**src/rtl/prog_sequencer_if.sv**
```systemverilog
// Handshake bundle between the test harness/core and the run sequencer.
// The harness side drives Req/Halt; the sequencer side drives the rest.
interface prog_sequencer_if #(
  parameter int unsigned PC_W  = 10,
  parameter int unsigned CNT_W = 16
);

  logic             Req;
  logic             Halt;
  logic             CoreStart;
  logic [PC_W-1:0]  StartAddr;
  logic [1:0]       ProgIdx;
  logic             Busy;
  logic             Ack;
  logic             Timeout;
  logic [CNT_W-1:0] CycleCount;

  modport master (
    output Req,
    output Halt,
    input  CoreStart,
    input  StartAddr,
    input  ProgIdx,
    input  Busy,
    input  Ack,
    input  Timeout,
    input  CycleCount
  );

  modport slave (
    input  Req,
    input  Halt,
    output CoreStart,
    output StartAddr,
    output ProgIdx,
    output Busy,
    output Ack,
    output Timeout,
    output CycleCount
  );

endinterface

```
**src/rtl/prog_sequencer.sv**
```systemverilog
// Run controller: turns harness Req edges into fetch-unit load pulses, times
// each program run against a watchdog and reports completion via Ack.
module prog_sequencer #(
  parameter int unsigned PC_W      = 10,
  parameter int unsigned CNT_W     = 16,
  parameter int unsigned NUM_PROGS = 3,
  parameter int unsigned START0    = 0,
  parameter int unsigned START1    = 0,
  parameter int unsigned START2    = 0,
  parameter int unsigned START3    = 0,
  parameter int unsigned TIMEOUT   = 32'hFFFF
) (
  input  logic             Clk,
  input  logic             Reset,
  prog_sequencer_if.slave  bus
);

  localparam logic [CNT_W-1:0] TimeoutLimit = CNT_W'(TIMEOUT);
  localparam logic [CNT_W-1:0] LastCount    = CNT_W'(TIMEOUT - 1);
  localparam logic [1:0]       LastProg     = 2'(NUM_PROGS - 1);

  typedef enum logic [2:0] {
    IDLE,
    LOAD,
    RUN,
    DONE,
    FAULT
  } state_t;

  state_t           state;
  state_t           stateNext;
  logic             reqD;
  logic             reqEdge;
  logic [1:0]       progIdx;
  logic [1:0]       progIdxNext;
  logic [CNT_W-1:0] cycleCount;
  logic [CNT_W-1:0] cycleCountNext;
  logic             timeoutFlag;
  logic             timeoutNext;
  logic             coreStart;
  logic             busy;
  logic             ack;
  logic [PC_W-1:0]  startAddr;

  assign reqEdge = bus.Req & ~reqD;

  // Start-address decode; unpopulated program slots fall back to program 0.
  always_comb begin
    startAddr = PC_W'(START0);
    if (32'(progIdx) < NUM_PROGS) begin
      case (progIdx)
        2'd1:    startAddr = PC_W'(START1);
        2'd2:    startAddr = PC_W'(START2);
        2'd3:    startAddr = PC_W'(START3);
        default: startAddr = PC_W'(START0);
      endcase
    end
  end

  // Next-state, counter and watchdog decisions.
  always_comb begin
    stateNext      = state;
    progIdxNext    = progIdx;
    cycleCountNext = cycleCount;
    timeoutNext    = timeoutFlag;

    case (state)
      IDLE, DONE, FAULT: begin
        if (reqEdge) begin
          stateNext = LOAD;
        end
      end
      LOAD: begin
        stateNext      = RUN;
        cycleCountNext = '0;
        timeoutNext    = 1'b0;
      end
      RUN: begin
        // Halt has priority so a program ending on the last allowed cycle is not a fault.
        if (bus.Halt) begin
          stateNext = DONE;
        end else if (cycleCount == LastCount) begin
          stateNext      = FAULT;
          cycleCountNext = TimeoutLimit;
          timeoutNext    = 1'b1;
        end else begin
          cycleCountNext = cycleCount + CNT_W'(1);
        end
      end
      default: begin
        stateNext = IDLE;
      end
    endcase

    if (state == RUN && stateNext != RUN) begin
      progIdxNext = (progIdx == LastProg) ? 2'd0 : progIdx + 2'd1;
    end
  end

  // State and registered outputs; outputs follow the state being entered.
  always_ff @(posedge Clk) begin
    if (Reset) begin
      state       <= IDLE;
      reqD        <= 1'b0;
      progIdx     <= 2'd0;
      cycleCount  <= '0;
      timeoutFlag <= 1'b0;
      coreStart   <= 1'b0;
      busy        <= 1'b0;
      ack         <= 1'b0;
    end else begin
      state       <= stateNext;
      reqD        <= bus.Req;
      progIdx     <= progIdxNext;
      cycleCount  <= cycleCountNext;
      timeoutFlag <= timeoutNext;
      coreStart   <= (stateNext == LOAD);
      busy        <= (stateNext == LOAD) || (stateNext == RUN);
      ack         <= (stateNext == DONE) || (stateNext == FAULT);
    end
  end

  assign bus.CoreStart  = coreStart;
  assign bus.StartAddr  = startAddr;
  assign bus.ProgIdx    = progIdx;
  assign bus.Busy       = busy;
  assign bus.Ack        = ack;
  assign bus.Timeout    = timeoutFlag;
  assign bus.CycleCount = cycleCount;

endmodule

```
**src/flat_wrapper.sv**
```systemverilog
// flat-port wrapper written by rule: the top's interface ports become plain ports
module prog_sequencer_flat 
#(
  parameter int unsigned PC_W      = 10,
  parameter int unsigned CNT_W     = 16,
  parameter int unsigned NUM_PROGS = 3,
  parameter int unsigned START0    = 0,
  parameter int unsigned START1    = 0,
  parameter int unsigned START2    = 0,
  parameter int unsigned START3    = 0,
  parameter int unsigned TIMEOUT   = 32'hFFFF
)
  (Clk, Reset, bus_Req, bus_Halt, bus_CoreStart, bus_StartAddr, bus_ProgIdx, bus_Busy, bus_Ack, bus_Timeout, bus_CycleCount);
  prog_sequencer_if #(.PC_W(PC_W), .CNT_W(CNT_W)) bus_i ();
  input  logic Clk;
  input  logic Reset;
  input wire logic [$bits(bus_i.Req)-1:0] bus_Req;
  input wire logic [$bits(bus_i.Halt)-1:0] bus_Halt;
  output wire logic [$bits(bus_i.CoreStart)-1:0] bus_CoreStart;
  output wire logic [$bits(bus_i.StartAddr)-1:0] bus_StartAddr;
  output wire logic [$bits(bus_i.ProgIdx)-1:0] bus_ProgIdx;
  output wire logic [$bits(bus_i.Busy)-1:0] bus_Busy;
  output wire logic [$bits(bus_i.Ack)-1:0] bus_Ack;
  output wire logic [$bits(bus_i.Timeout)-1:0] bus_Timeout;
  output wire logic [$bits(bus_i.CycleCount)-1:0] bus_CycleCount;
  assign bus_i.Req = bus_Req;
  assign bus_i.Halt = bus_Halt;
  assign bus_CoreStart = bus_i.CoreStart;
  assign bus_StartAddr = bus_i.StartAddr;
  assign bus_ProgIdx = bus_i.ProgIdx;
  assign bus_Busy = bus_i.Busy;
  assign bus_Ack = bus_i.Ack;
  assign bus_Timeout = bus_i.Timeout;
  assign bus_CycleCount = bus_i.CycleCount;
  prog_sequencer #(.PC_W(PC_W), .CNT_W(CNT_W), .NUM_PROGS(NUM_PROGS), .START0(START0), .START1(START1), .START2(START2), .START3(START3), .TIMEOUT(TIMEOUT)) u_core (.Clk(Clk), .Reset(Reset), .bus(bus_i));
endmodule
```
**config.mk**
```make
export PLATFORM = sky130hd
export DESIGN_NAME = prog_sequencer_flat
export DESIGN_NICKNAME = d
export VERILOG_FILES = /design/src/rtl/prog_sequencer_if.sv /design/src/rtl/prog_sequencer.sv /design/src/flat_wrapper.sv
export SDC_FILE = /design/constraint.sdc
export NUM_CORES = 1
export LEC_CHECK = 0
export BUFFER_PORTS_ARGS = -buffer_cell sky130_fd_sc_hd__buf_2
export CORE_MARGIN = 3
export CORE_UTILIZATION = 50
export CTS_CLUSTER_DIAMETER = 150
export DETAILED_ROUTE_END_ITERATION = 10
export GPL_TIMING_DRIVEN = 0
export PLACE_DENSITY = 0.77
export SKIP_CTS_REPAIR_TIMING = 1
export SLEW_MARGIN = 20
export SYNTH_ARGS = -nofsm -noshare
export SYNTH_HDL_FRONTEND = slang
export SYNTH_SLANG_ARGS = --single-unit
```
**constraint.sdc**
```tcl
create_clock -name Clk -period 1.8 [get_ports Clk]
set_input_delay 0.18 -clock Clk [delete_from_list [all_inputs] [get_ports Clk]]
set_output_delay 0.18 -clock Clk [all_outputs]
set_load 0.005 [all_outputs]
```
Word level (Yosys, flattened, before mapping)
Index checks and enable logic that the tools add are counted. W data, S select, Z words.

Input bits: 4. Flip-flop bits (word level): 26. Word-level logic and storage cells: 44.

Eq/ne operators: 13. Add/sub/neg operators: 2. Bitwise operators: 2. Multiplexer cells: 11. Reductions and logical operators: 8.

Operator list (count): $mux W16 (2); $pmux W16 S2 (1); $add A16 B1 Y16 const B (1); $eq A16 B16 Y1 const B (1); $eq A3 B2 Y1 const B (4); $mux W3 (3); $pmux W3 S3 (1); $eq A3 B1 Y1 const B (2); $eq A3 B3 Y1 const B (2); $logic_not A3 Y1 (1); $ne A3 B2 Y1 const B (1); $reduce_and A3 Y1 (1); $reduce_or A3 Y1 (1); $add A2 B1 Y2 const B (1); $eq A2 B2 Y1 const B (1); $logic_or A1 B1 Y1 (2); $mux W1 (2); $mux W2 (1); $ne A2 B1 Y1 const B (1); $ne A2 B2 Y1 const B (1); $pmux W1 S2 (1); $reduce_and A2 Y1 (1); $reduce_bool A2 Y1 (1); $and A1 B1 Y1 (1); 2 further kinds (2).

Depth between registers and ports, before layout
Word-level depth: 6. Mapped depth: 8. Mapped depth without buffers: 7.

Worst setup path after synthesis
Ideal clock, no wire load.

Kind: flip-flop to flip-flop. Start point: register u_core.cycleCount[8], in the netlist u_core.bus.CycleCount[8]. End point: register u_core.progIdx[0], in the netlist u_core.bus.ProgIdx[0]. Path buffers: 1. Clock period less this slack: 1608 ps. Required time: 1679 ps. Cell stages (with the launch flop): 7. Library setup time: 121 ps. Slack: 192 ps. Arrival time: 1487 ps. Cells stage by stage: dfxtp_1 -> clkbuf_2 -> nand4_2 -> nor4_4 -> and2b_4 -> o211ai_4 -> mux2_4.

Cells in the longest elaborated chain, start to end: 6.

RTL lines: start: declaration (RTL line prog_sequencer.sv:36) `logic [CNT_W-1:0] cycleCount;`; start signal: assignment (RTL line prog_sequencer.sv:115) `cycleCount <= cycleCountNext;`; $eq A16 B16 Y1 (RTL line prog_sequencer.sv:82) `end else if (cycleCount == LastCount) begin`; $mux W3 (RTL line prog_sequencer.sv:82); $mux W3 (RTL line prog_sequencer.sv:80) `if (bus.Halt) begin`; $pmux W3 S3 (RTL line prog_sequencer.sv:67) `case (state)`; $ne A3 B2 Y1 (RTL line prog_sequencer.sv:95) `if (state == RUN && stateNext != RUN) begin`; $logic_and A1 B1 Y1 (RTL line prog_sequencer.sv:95); end signal: assignment (RTL line prog_sequencer.sv:114) `progIdx <= progIdxNext;`; end: declaration (RTL line prog_sequencer.sv:34) `logic [1:0] progIdx;`.

No other way between the ends. A chain may end at the register's enable or synchronous reset.

Final worst setup path
Start point: register u_core.state[0]. End point: register u_core.cycleCount[11], in the netlist u_core.bus.CycleCount[11].

Cells in the longest elaborated chain, start to end: 3. Elaborated cells on any way between the ends: 6. Classes of those cells: eq/ne: 3; mux: 1; reduce/logical: 2.

RTL lines: start: declaration (RTL line prog_sequencer.sv:30) `state_t state;`; start signal: assignment (RTL line prog_sequencer.sv:112) `state <= stateNext;`; $eq A3 B2 Y1 or $eq A3 B1 Y1 (tied branches) (RTL line prog_sequencer.sv:67); $ne A2 B2 Y1 (no source line) or $reduce_bool A2 Y1 (tied branches); $reduce_and A2 Y1 (no source line).

Parallel ways exist; a longest one is shown, timed or not.

==> qor.txt <==
Synth area leaders - dfxtp_1, o21ai_0, a21oi_1
DR vias/cell - 5.597
Critical path startpoint - u_core.state[0]$_SDFF_PP0_
Clk slew on worst S/H paths - 0.14 ns
Maximum clock frequency - 595.3 MHz
WL/cell - 12.97 µm
Instance count of the mapped netlist - 190
Post-synth top area share - 34.67%
Synthesis-stage register bit count - 26
Mean post-synth cell area - 7.902 µm²
Vias in the first global route - 1,243
Area of the mapped netlist - 1501 µm²
Final Setup Violations - 0
Number of diodes - 0
Final worst path period need - 1.680 ns
Clock buffer depth - 2
Die area - 3697 µm²
DRT antenna net count - 0
Max cap viols - 0
Row cnt - 19
Clock Skews - 0.007012 ns
DRT Pass-1 Iters - 4
DRT iter0 DRCs - 107
Final core occ - 63.11%
Largest net degree at the start of global routing - 16
IO Count - 36
Ys flop type - dfxtp_1
Total track usage - 19.10%
Pre-CTS setup slack - 0.04282 ns
Die width - 60.80 µm
CTS tree - yes
Yosys cell types - 45
Final Hold Viols - 0
Hpwl dp - 2.427 mm
Clk Latency, worst-skew pair - 0.32 ns
Post-Route WL - 3.347 mm
Max rail drop VDD - 0.3026 mV
Endpoint class of the critical path - flop
Hold WS - 0.09765 ns
Clk root buf - clkbuf_4
Initial antenna violation count - 0
Worst EP required - 2.00 ns
Clock Sinks - 26
# DRC - 0
Die Y - 60.80 µm
Hold path start - bus_Req
Setup WS post-layout - 0.1201 ns
Core area - 2805 µm²
Reg2reg start - u_core.state[0]$_SDFF_PP0_
Final Non-Filler Cells - 258
Status - completed
Sequential element share of the synthesized area - 34.67%
Number of synthesized flops with an enable pin - 0
Setup TNS - 0 ns
Nets - 234
Layout cells sized above 1 - 26.43%
GR Overflow Total - 0
Critical path class - flop to flop
Crit-path max FO - 10
Max Slew Vio Count - 0
Worst endpoint data arrival time - 1.88 ns
Most common library cells after synthesis - dfxtp_1, o21ai_0, a21oi_1, nor2_1, nand2_1
CTS buffer count - 3
Crit start category - flop
Area growth syn-to-layout - 17.92%
GPL Wtd Cong - 0.8854
Count leader, synth - dfxtp_1
Total power - 1.148 mW
Yosys warns - 0
Post-Place Cell Area - 1694 µm²
Worst Hold Class - input pin to flop
Async S/R FF share, synth - 0%
Via count - 1,444
Pleak - 0.7984 nW
H-tree Lvls - 1
Design area - 1770 µm²
Dominant cell type by area after synthesis - dfxtp_1
PD cells - 648.5 nW/µm²
Starting Density - 53.52%
PortBufs - 24
Placed Instances - 254
First-pass GRT wire length - 5.526 mm
Final worst path period share - 93.33%
## metal layers
metal  vias up  wire length (µm)  track usage, %
li1        735                 -               -
met4         0                44           5.573
met3         6               158           2.979
met2        44              1539           29.92
met5         -                 0               0
met1       659              1605           27.02
## cells by family after synthesis
logic type,after synthesis,share of synthesized area (%)
buffers and inverters,26,10.00
AOI/OAI and AO/OA,62,24.67
muxes,3,2.333
other,1,0.2498
DFF,26,34.67
adders and majority gates,2,1.666
and+or+nand+nor,70,26.42
## layout by cell type (no fill, tap or decap), types with 6 or more instances in the layout
| cell type | instances |
|---|---|
| nor3_1 | 6 |
| o21ai_0 | 24 |
| nor2_1 | 16 |
| buf_4 | 12 |
| nand2_1 | 12 |
| nand3_1 | 7 |
| dfxtp_1 | 22 |
| buf_2 | 25 |
| a21oi_1 | 21 |
| conb_1 | 10 |
## where the power goes
group | total, mW | internal [mW] | leakage [nW] | switching (mW)
clock network | 0.402 | 0.225 | 0.0279 | 0.177
registers | 0.595 | 0.587 | 0.213 | 0.00804
logic | 0.150 | 0.0627 | 0.558 | 0.0876
## layout make-up
type / count / area (µm²)
clock inverters: 1 / 30.03
multi-input cells: 147 / 872.1
clock buffers: 3 / 22.52
flip-flops and latches: 26 / 528.0
fillers: 261 / 1035
repair buffers: 25 / 127.6
well taps: 31 / 38.79
plain buffers: 20 / 132.6
inverters: 5 / 18.77
## final timing paths
| check | cells past startpoint | slack (ns) | end |
|---|---|---|---|
| max | 7 | 0.12 | u_core.bus.CycleCount[11]$_SDFFE_PP0P_ |
| min | 2 | 0.1 | u_core.reqD$_SDFF_PP0_ |
| max reg2reg | 7 | 0.12 | u_core.bus.CycleCount[11]$_SDFFE_PP0P_ |
| min reg2reg | 2 | 0.48 | u_core.bus.Timeout$_SDFFE_PP0P_ |
## sequential cells by signal (all words and copies together) (netlist names)
signal,flops
u_core.bus.Busy,1
u_core.reqD,1
u_core.state,3
u_core.bus.CoreStart,1
u_core.bus.Timeout,1
u_core.bus.ProgIdx,2
u_core.bus.Ack,1
u_core.bus.CycleCount,16
## critical path: stages (launching register included)
cell and delay (ns):
dfxtp_1 0.33, buf_2 0.17, nor2_4 0.17, mux2i_1 0.08
or2_1 0.31, clkbuf_4 0.23, o21ai_0 0.18, a21oi_1 0.09
Power figures use the tool's default switching activity.
